$ cat src/rtl/uart_loader_pkg.sv
// Shared types and constants for the UART word loader.
package uart_loader_pkg;

  typedef enum logic [1:0] {
    RxIdle,
    RxStart,
    RxData,
    RxStop
  } rx_state_e;

  localparam int unsigned OVERSAMPLE   = 16;
  localparam int unsigned SAMPLE_POINT = 8;
  localparam int unsigned TIMEOUT_BITS = 160;

  // Sys_clk cycles per oversample tick, floored, never below 1.
  function automatic int unsigned baud_div(input int unsigned clk_hz, input int unsigned baud);
    int unsigned d;
    d = clk_hz / (baud * OVERSAMPLE);
    if (d == 0) d = 1;
    return d;
  endfunction

endpackage

$ cat src/rtl/uart_rx_byte.sv
// 8N1 byte receiver: rx synchroniser, 16x oversample tick generator and RX FSM.
// `enable` low forces the FSM idle and drops any partial byte.
module uart_rx_byte
  import uart_loader_pkg::*;
#(
  parameter int unsigned CLK_HZ = 50000000,
  parameter int unsigned BAUD   = 9600
) (
  input  logic       sys_clk,
  input  logic       rst,
  input  logic       rx,
  input  logic       enable,
  output logic       byte_valid,
  output logic [7:0] byte_data,
  output logic       frameerror_pulse,
  output logic       busy
);

  localparam int unsigned BaudDiv = baud_div(CLK_HZ, BAUD);
  localparam int unsigned DivW    = (BaudDiv > 1) ? $clog2(BaudDiv) : 1;
  localparam logic [3:0]  SampleAt = 4'(SAMPLE_POINT);
  localparam logic [3:0]  LastTick = 4'(OVERSAMPLE - 1);

  logic            rx_meta, rx_sync, rx_prev;
  logic            fall;
  logic [DivW-1:0] div_cnt_q;
  logic            tick;
  rx_state_e       state_q, state_d;
  logic [3:0]      sample_cnt_q, sample_cnt_d;
  logic [2:0]      bit_idx_q, bit_idx_d;
  logic [7:0]      shreg_q, shreg_d;
  logic            byte_ok, byte_bad;

  assign fall = rx_prev & ~rx_sync;
  assign tick = (div_cnt_q == DivW'(BaudDiv - 1));
  assign busy = (state_q != RxIdle);

  // Two-flop synchroniser plus edge-detect history; idle-high reset.
  always_ff @(posedge sys_clk) begin
    if (rst) begin
      rx_meta <= 1'b1;
      rx_sync <= 1'b1;
      rx_prev <= 1'b1;
    end else begin
      rx_meta <= rx;
      rx_sync <= rx_meta;
      rx_prev <= rx_sync;
    end
  end

  // Tick divider runs only while a frame is in progress.
  always_ff @(posedge sys_clk) begin
    if (rst || state_q == RxIdle || tick) div_cnt_q <= '0;
    else                                  div_cnt_q <= div_cnt_q + 1'b1;
  end

  // Next-state logic; the stop bit is judged mid-bit so back-to-back frames are caught.
  always_comb begin
    state_d      = state_q;
    sample_cnt_d = sample_cnt_q;
    bit_idx_d    = bit_idx_q;
    shreg_d      = shreg_q;
    byte_ok      = 1'b0;
    byte_bad     = 1'b0;
    if (!enable) begin
      state_d = RxIdle;
    end else begin
      unique case (state_q)
        RxIdle: begin
          if (fall) begin
            state_d      = RxStart;
            sample_cnt_d = '0;
          end
        end
        RxStart: begin
          if (tick) begin
            sample_cnt_d = sample_cnt_q + 1'b1;
            if (sample_cnt_q == SampleAt && rx_sync) begin
              state_d = RxIdle;  // false start
            end else if (sample_cnt_q == LastTick) begin
              state_d   = RxData;
              bit_idx_d = '0;
            end
          end
        end
        RxData: begin
          if (tick) begin
            sample_cnt_d = sample_cnt_q + 1'b1;
            if (sample_cnt_q == SampleAt) shreg_d = {rx_sync, shreg_q[7:1]};
            if (sample_cnt_q == LastTick) begin
              bit_idx_d = bit_idx_q + 1'b1;
              if (bit_idx_q == 3'd7) state_d = RxStop;
            end
          end
        end
        RxStop: begin
          if (tick) begin
            sample_cnt_d = sample_cnt_q + 1'b1;
            if (sample_cnt_q == SampleAt) begin
              state_d  = RxIdle;
              byte_ok  = rx_sync;
              byte_bad = ~rx_sync;
            end
          end
        end
        default: state_d = RxIdle;
      endcase
    end
  end

  // FSM state and registered byte outputs.
  always_ff @(posedge sys_clk) begin
    if (rst) begin
      state_q          <= RxIdle;
      sample_cnt_q     <= '0;
      bit_idx_q        <= '0;
      shreg_q          <= '0;
      byte_valid       <= 1'b0;
      byte_data        <= '0;
      frameerror_pulse <= 1'b0;
    end else begin
      state_q          <= state_d;
      sample_cnt_q     <= sample_cnt_d;
      bit_idx_q        <= bit_idx_d;
      shreg_q          <= shreg_d;
      byte_valid       <= byte_ok;
      frameerror_pulse <= byte_bad;
      if (byte_ok) byte_data <= shreg_q;
    end
  end

endmodule

$ cat src/rtl/uart_word_loader.sv
// UART word loader: packs received bytes into 32-bit little-endian words and issues one
// write strobe per word with an auto-incrementing address.
// Optional macro UART_WORD_LOADER_TIMEOUT_EN discards a partial word after a long idle gap.
module uart_word_loader
  import uart_loader_pkg::*;
#(
  parameter int unsigned CLK_HZ = 50000000,
  parameter int unsigned BAUD   = 9600,
  parameter int unsigned ADDR_W = 10
) (
  input  logic              sys_clk,
  input  logic              rst,
  input  logic              rx,
  input  logic              load_en,
  output logic              wr_en,
  output logic [ADDR_W-1:0] wr_addr,
  output logic [31:0]       wr_data,
  output logic [ADDR_W:0]   word_cnt,
  output logic              byte_valid,
  output logic [7:0]        byte_data,
  output logic              busy,
  output logic              frameerror
);

  localparam logic [ADDR_W:0] CntMax = {1'b1, {ADDR_W{1'b0}}};

  logic              ferr_pulse;
  logic              load_en_q;
  logic [1:0]        byte_idx_q;
  logic [23:0]       word_buf_q;
  logic [ADDR_W-1:0] addr_q;
  logic              gap_expired;

  uart_rx_byte #(
    .CLK_HZ (CLK_HZ),
    .BAUD   (BAUD)
  ) u_rx (
    .sys_clk          (sys_clk),
    .rst              (rst),
    .rx               (rx),
    .enable           (load_en),
    .byte_valid       (byte_valid),
    .byte_data        (byte_data),
    .frameerror_pulse (ferr_pulse),
    .busy             (busy)
  );

`ifdef UART_WORD_LOADER_TIMEOUT_EN
  localparam int unsigned GapLimit = TIMEOUT_BITS * OVERSAMPLE * baud_div(CLK_HZ, BAUD);
  localparam int unsigned GapW     = $clog2(GapLimit + 1);

  logic [GapW-1:0] gap_cnt_q;

  // Idle-gap counter, armed only while a partial word is pending and no frame is active.
  always_ff @(posedge sys_clk) begin
    if (rst || !load_en || busy || byte_valid || byte_idx_q == 2'd0) gap_cnt_q <= '0;
    else if (!gap_expired)                                            gap_cnt_q <= gap_cnt_q + 1'b1;
  end

  assign gap_expired = (gap_cnt_q == GapW'(GapLimit));
`else
  assign gap_expired = 1'b0;
`endif

  // Word assembly, write strobe, address/count and sticky frame error.
  always_ff @(posedge sys_clk) begin
    if (rst) begin
      load_en_q  <= 1'b0;
      byte_idx_q <= '0;
      word_buf_q <= '0;
      addr_q     <= '0;
      word_cnt   <= '0;
      wr_en      <= 1'b0;
      wr_addr    <= '0;
      wr_data    <= '0;
      frameerror <= 1'b0;
    end else begin
      load_en_q <= load_en;
      wr_en     <= 1'b0;
      if (load_en && !load_en_q) frameerror <= 1'b0;
      else if (ferr_pulse)       frameerror <= 1'b1;

      if (!load_en) begin
        byte_idx_q <= '0;
        addr_q     <= '0;
        word_cnt   <= '0;
      end else begin
        // Bookkeeping lands the cycle after the strobe so wr_addr shows the old address.
        if (wr_en) begin
          addr_q     <= addr_q + 1'b1;
          byte_idx_q <= '0;
          if (word_cnt != CntMax) word_cnt <= word_cnt + 1'b1;
        end
        if (ferr_pulse || gap_expired) begin
          byte_idx_q <= '0;  // resync word boundary
        end else if (byte_valid) begin
          case (byte_idx_q)
            2'd0:    word_buf_q[7:0]   <= byte_data;
            2'd1:    word_buf_q[15:8]  <= byte_data;
            2'd2:    word_buf_q[23:16] <= byte_data;
            default: begin
              wr_en   <= 1'b1;
              wr_data <= {byte_data, word_buf_q};
              wr_addr <= addr_q;
            end
          endcase
          if (byte_idx_q != 2'd3) byte_idx_q <= byte_idx_q + 1'b1;
        end
      end
    end
  end

endmodule

$ cat config.mk
export PLATFORM = sky130hd
export DESIGN_NAME = uart_word_loader
export DESIGN_NICKNAME = d
export VERILOG_FILES = /design/src/rtl/uart_loader_pkg.sv /design/src/rtl/uart_rx_byte.sv /design/src/rtl/uart_word_loader.sv
export SDC_FILE = /design/constraint.sdc
export NUM_CORES = 1
export LEC_CHECK = 0
export BUFFER_PORTS_ARGS = -buffer_cell sky130_fd_sc_hd__buf_2
export CAP_MARGIN = 20
export CORE_UTILIZATION = 50
export DETAILED_ROUTE_END_ITERATION = 6
export PLACE_DENSITY = 0.72
export SYNTH_ARGS = -nofsm -noshare
export SYNTH_HDL_FRONTEND = slang
export SYNTH_SLANG_ARGS = --single-unit
$ cat constraint.sdc
create_clock -name sys_clk -period 2.4 [get_ports sys_clk]
set_input_delay 0.48 -clock sys_clk [delete_from_list [all_inputs] [get_ports sys_clk]]
set_output_delay 0.48 -clock sys_clk [all_outputs]
set_load 0.05 [all_outputs]
==> results of run 1 <==
-- stage by stage --
stage	std cells	util, %	worst slack, ns	power (mW)
after floorplan	611	-	0.609	2.28
after global placement	783	56.6	0.534	2.29
after detailed placement	783	56.6	0.471	2.29
after CTS	815	63.5	0.179	5.21
after global routing	815	63.5	0.0881	5.32
final	815	63.5	0.169	5.17
-- synth_stat cells, types with 2 or more instances --
| cell | number | area (sq um) |
|---|---|---|
| nand2_1 | 151 | 567 |
| dfxtp_1 | 131 | 2620 |
| a21oi_1 | 72 | 360 |
| nor2_1 | 37 | 139 |
| clkbuf_1 | 26 | 97.6 |
| inv_1 | 20 | 75.1 |
| nand2b_1 | 19 | 119 |
| mux2i_1 | 17 | 170 |
| ha_1 | 14 | 175 |
| xor2_1 | 14 | 123 |
| nand4_1 | 12 | 75.1 |
| xnor2_1 | 11 | 96.3 |
| nand3_1 | 10 | 50.1 |
| nor3_1 | 9 | 45.0 |
| buf_2 | 7 | 35.0 |
| o21ai_0 | 7 | 35.0 |
| and3_1 | 5 | 31.3 |
| and2_1 | 4 | 25.0 |
| and4_1 | 4 | 35.0 |
| nor4_1 | 4 | 25.0 |
| or3_1 | 4 | 25.0 |
| nand3b_1 | 3 | 22.5 |
| or2_2 | 3 | 18.8 |
| a22o_1 | 2 | 17.5 |
| a31oi_1 | 2 | 12.5 |
| and3b_1 | 2 | 17.5 |
| mux2_2 | 2 | 22.5 |
| o31ai_1 | 2 | 15.0 |
-- critical path: cells and delay by family, from the launching register on --
kind / cells / cell delay (ns)
flops: 1 / 0.62
simple gates: 1 / 0.16
buf+inv: 2 / 0.46
-- worst max path at each step --
stage                         start                 to  slack, ns
6_report                   register               busy       0.17
5_1_grt             u_rx.state_q[0]               busy       0.09
4_1_cts                    register               busy       0.18
3_5_place_dp   u_rx.sample_cnt_q[0]  u_rx.byte_data[0]       0.47
3_3_place_gp   u_rx.sample_cnt_q[0]  u_rx.byte_data[7]       0.53
2_1_floorplan       u_rx.byte_valid        wr_data[31]       0.61
-- layout make-up --
class,instances,share of cell area [%]
clock buffers,21,7.27
clock inverters,11,3.51
flip-flops and latches,131,41.5
well taps,133,2.63
inverters,20,1.19
repair buffers,73,5.98
multi-input cells,426,37.9
-- layer usage --
| metal | up-vias | global-route usage [%] |
|---|---|---|
| met5 | - | 0 |
| met4 | 0 | 6.73 |
| met3 | 5 | 5.95 |
| met2 | 114 | 36.5 |
| met1 | 1967 | 25.1 |
| li1 | 2156 | - |
-- sequential cells by signal, summed over array words and instances (netlist names), 2 cells and up, named ones only --
signal	cells
word_cnt	11
u_rx.bit_idx_q	3
u_rx.shreg_q	8
addr_q	10
byte_idx_q	2
wr_data	32
u_rx.sample_cnt_q	4
word_buf_q	24
wr_addr	10
u_rx.div_cnt_q	9
u_rx.byte_data	8
-- kinds of logic (layout without fill, tap and decap cells) --
kind of cell,count (synthesis),count (layout),synth area share (%)
xor gates and xnor gates,25,25,4.18
DFF,131,131,50.1
muxes,20,20,3.97
buffers and inverters,54,125,4.11
and+or+nand+nor,274,274,24.2
AOI/OAI and AO/OA,93,93,10.0
adders and majority gates,14,14,3.35
-- power by group through the flow --
stage	Clock [mW]	Combinational, mW	Sequential [mW]
final	2.92	0.0605	2.18
after global routing	3.07	0.0663	2.18
after CTS	2.96	0.0603	2.18
after global placement	0	0.0588	2.23
after detailed placement	0	0.0595	2.23
after floorplan	0	0.0476	2.23
-- cell usage in the layout (no fill, tap or decap), types with 2 or more instances in the layout --
master      count
o21ai_0         7
or3_1           4
inv_1          20
and3_1          5
buf_4           5
or2_2           3
ha_1           14
nor4_1          4
and2_1          4
mux2_2          2
nand3b_1        3
clkbuf_8        4
a31oi_1         2
nor2_1         37
and4_1          4
a21oi_1        72
xnor2_1        11
o31ai_1         2
nand2_1       151
inv_6           2
nor3_1          9
dfxtp_1       131
clkbuf_16      16
clkinvlp_4      2
nand3_1        10
nand2b_1       19
and3b_1         2
a22o_1          2
buf_2          68
mux2i_1        17
bufinv_16       6
xor2_1         14
nand4_1        12
==> run_results.csv, run 1 <==
group,metric,value,unit
floorplan,ios,69,
worst_setup_path,r2r-end,"u_rx.byte_data[7]",
sta,setup-violations-final,0,
placed_design,dp_hpwl,7.24,mm
worst_setup_path,slowest_stage,"dfxtp_1",
clock_network,insertion_delay,0.51,ns
global_routing,antenna_found_initial,0,
clock_network,root_buffer,"clkbuf_8",
power_and_ir_drop,pwr-share-seq,42.2,%
synthesis,synth.distinct_cells,45,
drt,wl_met2,5.53,mm
drt,ant_nets,0,
sta,period_needed,2.23,ns
global_routing,grt_util_all_layers,21.1,%
placed_design,portBuffers,68,
power_and_ir_drop,p_sw,0.983,mW
drt,vias_per_cell,5.20,
sta,hold_slack,0.155,ns
synthesis,synth-async-reset-ratio,0,%
floorplan,core_area,9950,sq um
drt,topRoutingLayerUsed,"met4",
clock_network,cts_sinks,131,
placed_design,gp_congestion,0.872,
worst_setup_path,critPathArrivalTime,1.75,ns
run_status,run_status,"finished, final reports clean",
synthesis,synth.yosys.seq_area_share,50.1,%
drt,dr.first_iter.drc_count,177,
worst_setup_path,reg2reg_setup_slack,0.42,ns
synthesis,syn-num-nets,629,
sta,rsz0062_at_grt,"no",
final_layout,area_delta_synth_final,20.7,%
final_layout,fin_nets,687,
sta,finalCritPeriodShare,92.9,%
power_and_ir_drop,p_comb_share,1.2,%
final_layout,design_area,6320,sq um
sta,clock_skew,0.00647,ns
min_path,whs_path_depth,2,
power_and_ir_drop,cell_internal_pwr,4.18,mW
power_and_ir_drop,pwr-share-clk,56.6,%
worst_setup_path,cp-start-kind,"register",
worst_setup_path,r2r-start,"u_rx.div_cnt_q[0]",
synthesis,synth_seq_cells,131,
synthesis,synth_edf_count,0,
placed_design,placed_area,5640,sq um
drt,vias,4242,
sta,slew_violations,0,
global_routing,grt_pass1_vias,4072,
synthesis,avgSynthCellArea,8.56,sq um
sta,final_hold_viol_count,0,
clock_network,cts_made_buffers,17,
sta,slew_headroom,67.2,%
min_path,hp-start,"rx",
worst_setup_path,worst_setup_path_end_kind,"output port",
synthesis,synth_ff_type,"dfxtp_1",
floorplan,num_rows,36,
final_layout,diodes,0,
final_layout,fill_cells,850,
power_and_ir_drop,leakage,2.51,nW
floorplan,initial_core_util,52.6,%
floorplan,die_y,104,um
floorplan,die-area,10900,sq um
worst_setup_path,crit_chain,"nor2_1 > inv_1 > buf_2",
drt,drt-met1-wl,5.06,mm
synthesis,yosysWarnings,0,
worst_setup_path,cpPeakStageDelay,0.62,ns
clock_network,cts_resized,0,
final_layout,multiInputGateArea,2390,sq um
worst_setup_path,crit_path_max_fanout,12,
clock_network,clk_pin_slew,0.06,ns
global_routing,grt_max_degree,47,
min_path,hold_class,"input pin to register",
min_path,worstHoldEndpoint,"u_rx.rx_meta",
final_layout,layout-drive-gt1-share,16.9,%
final_layout,seq_area,2620,sq um
sta,setup_tns,0,ns
drt,wirelength,11.2,mm
drt,wl_per_cell,13.7,um
sta,tightest_slew,0.491,ns
worst_setup_path,reg2regPathDepth,6,
global_routing,grt_overflow,0,
sta,max_freq,448,MHz
synthesis,netlist_area,5230,sq um
clock_network,post_cts_buffers,0,
power_and_ir_drop,swShare,19.0,%
synthesis,synth_cells,611,
worst_setup_path,worstSetupPathType,"register to output port",
worst_setup_path,worstPathRequired,1.92,ns
global_routing,grt_pass1_wl,18.7,mm
drt,first_pass_iters,4,
power_and_ir_drop,p_per_area,818,nW/um^2
job,maxCapViolCount,0,
drt,drc_errors,0,
clock_network,cts_tree,"built",
drt,wl_met3,508,um
clock_network,hold_buffers,0,
clock_network,cts.path.max_buffers,2,
clock_network,htreeDepth,4,
power_and_ir_drop,vdd_drop_max,0.363,mV
floorplan,die_w,104,um
Note: power is estimated with default switching activity, not from simulation.
==> inputs of run 2 (changes only) <==
- CELL_PAD_IN_SITES_DETAIL_PLACEMENT: default -> 1
- CELL_PAD_IN_SITES_GLOBAL_PLACEMENT: default -> 1
- CORE_UTILIZATION: 50 -> 43
- PLACE_DENSITY: 0.72 -> 0.8
==> run_results.csv, run 2 (synthesis results as in run 1) <==
group,metric,value,unit
run_status,run_status,"finished, violations left",
run_status,violations,"DRC",
floorplan,die-area,12600,sq um
worst_setup_path,crit_path_max_fanout,13,
final_layout,diodes,0,
floorplan,core_area,11600,sq um
drt,vias,4313,
drt,wirelength,13.0,mm
drt,dr.first_iter.drc_count,250,
sta,finalCritPeriodShare,88.1,%
power_and_ir_drop,p_comb_share,1.4,%
worst_setup_path,cp-start-kind,"register",
placed_design,portBuffers,68,
worst_setup_path,startpoint,"u_rx.state_q[0]",
clock_network,insertion_delay,0.41,ns
clock_network,cts_made_buffers,17,
worst_setup_path,worstPathRequired,1.92,ns
worst_setup_path,cp.buffers_inverters,2,
worst_setup_path,cp.depth,3,
power_and_ir_drop,p_sw,0.930,mW
placed_design,gp_congestion,0.805,
worst_setup_path,reg2regPathDepth,6,
job,maxCapViolCount,0,
power_and_ir_drop,vdd_drop_max,0.397,mV
global_routing,grt_util_all_layers,21.8,%
worst_setup_path,worst_setup_path_end_kind,"output port",
worst_setup_path,critPathArrivalTime,1.64,ns
placed_design,dp_hpwl,8.52,mm
sta,slew_headroom,66.1,%
final_layout,layout_common_cells,"151 x nand2_1, 131 x dfxtp_1, 72 x a21oi_1",
global_routing,grt_max_degree,98,
power_and_ir_drop,p_per_area,738,nW/um^2
clock_network,root_buffer,"clkbuf_16",
floorplan,initial_core_util,45.1,%
drt,ant_nets,0,
clock_network,cts_tree,"built",
clock_network,cts_sinks,131,
sta,period_needed,2.12,ns
sta,setup_tns,0,ns
floorplan,num_rows,39,
worst_setup_path,path_delay_family,"flip-flops",
worst_setup_path,r2r-end,"u_rx.byte_data[5]",
sta,tightest_slew,0.508,ns
floorplan,die_w,112,um
clock_network,cts.path.max_buffers,2,
clock_network,post_cts_buffers,0,
power_and_ir_drop,pwr-share-clk,50.9,%
floorplan,die_y,112,um
min_path,hold_class,"input pin to register",
final_layout,layout-drive-gt1-share,16.2,%
clock_network,htreeDepth,4,
sta,final_hold_viol_count,0,
global_routing,grt_pass1_vias,4554,
worst_setup_path,crit_end,"busy",
final_layout,fin_nets,687,
final_layout,largest_register_ffs,32,
drt,first_pass_iters,6,
worst_setup_path,reg2reg_setup_slack,0.42,ns
power_and_ir_drop,total_power,4.57,mW
drt,drc_errors,10,
sta,hold_slack,0.258,ns
final_layout,multiInputGateArea,2390,sq um
final_layout,fill_cells,1406,
clock_network,cts_resized,0,
power_and_ir_drop,swShare,20.3,%
final_layout,seq_area,2620,sq um
worst_setup_path,crit_chain,"nor2_1 > inv_1 > buf_2",
sta,max_freq,473,MHz
power_and_ir_drop,cell_internal_pwr,3.64,mW
worst_setup_path,r2r-start,"u_rx.div_cnt_q[0]",
floorplan,ios,69,
sta,clock_skew,0.00614,ns
final_layout,top_regs,"wr_data x32, word_buf_q x24, word_cnt x11",
drt,wl_per_cell,15.7,um
sta,setup-violations-final,0,
global_routing,grt_overflow,0,
final_layout,final_common_cell,"nand2_1",
clock_network,clk_pin_slew,0.05,ns
power_and_ir_drop,leakage,2.45,nW
global_routing,grt_pass1_wl,21.7,mm
final_layout,area_delta_synth_final,18.4,%
drt,vias_per_cell,5.23,
sta,rsz0062_at_grt,"no",
worst_setup_path,worstSetupPathType,"register to output port",
global_routing,antenna_found_initial,0,
sta,slew_violations,0,
worst_setup_path,cpPeakStageDelay,0.60,ns
power_and_ir_drop,pwr-share-seq,47.8,%
worst_setup_path,slowest_stage,"dfxtp_1",
final_layout,top_register,"wr_data",
clock_network,hold_buffers,0,
## run 2: cell count changes in the layout (fill, tap and decap cells not counted), sizes merged
cell / change
bufinv: -6
inv: -2
clkinvlp: -1
clkbuf: +6
clkinv: +2
## run 2: area by class of cell
class | instances | share of cell area (%)
repair buffers | 73 | 6.30
clock inverters | 4 | 0.363
multi-input cells | 426 | 38.6
clock buffers | 27 | 8.28
flip-flops and latches | 131 | 42.3
inverters | 20 | 1.21
well taps | 143 | 2.89
## run 2: worst min path at each step
stage	slack, ns	cells past startpoint	to	startpoint
floorplan	0.39	1	u_rx.rx_sync	u_rx.rx_meta
global placement	0.39	1	u_rx.rx_sync	u_rx.rx_meta
detailed placement	0.40	1	u_rx.rx_sync	u_rx.rx_meta
CTS	0.25	2	u_rx.rx_meta	rx
global route	0.26	2	u_rx.rx_meta	rx
finish	0.26	2	u_rx.rx_meta	rx
## run 2: per-layer routing
| layer | global-route usage (%) | part of all wire, % | vias to the layer above |
|---|---|---|---|
| met1 | 24.4 | 44 | 2066 |
| met2 | 39.1 | 51 | 84 |
| met3 | 5.67 | 3.8 | 16 |
| met4 | 9.33 | 1.5 | 0 |
| li1 | - | - | 2147 |
| met5 | 0 | 0 | - |
## run 2: worst reg2reg max path: stages, from the launching register on
cell and delay, ns:
dfxtp_1 0.36, inv_1 0.08, ha_1 0.16, and4b_1 0.27, nand2_1 0.13, or3_1 0.63, mux2i_1 0.21
## run 2: through the flow
step                      setup slack (ns)  cells  util, %  instance area [sq um]
after global placement               0.509    793     48.8                   5660
after global routing                 0.206    824     53.4                   6200
after detailed placement             0.430    793     48.8                   5660
after CTS                            0.286    824     53.4                   6200
final                                0.284    824     53.4                   6200
after floorplan                      0.609    611        -                   5230
## run 2: power by group through the flow
stage | clock (mW) | sequential (mW) | combinational, mW
floorplan | 0 | 2.23 | 0.0476
global placement | 0 | 2.23 | 0.0626
detailed placement | 0 | 2.23 | 0.0631
CTS | 2.37 | 2.18 | 0.0641
global route | 2.46 | 2.18 | 0.0693
finish | 2.33 | 2.18 | 0.0632
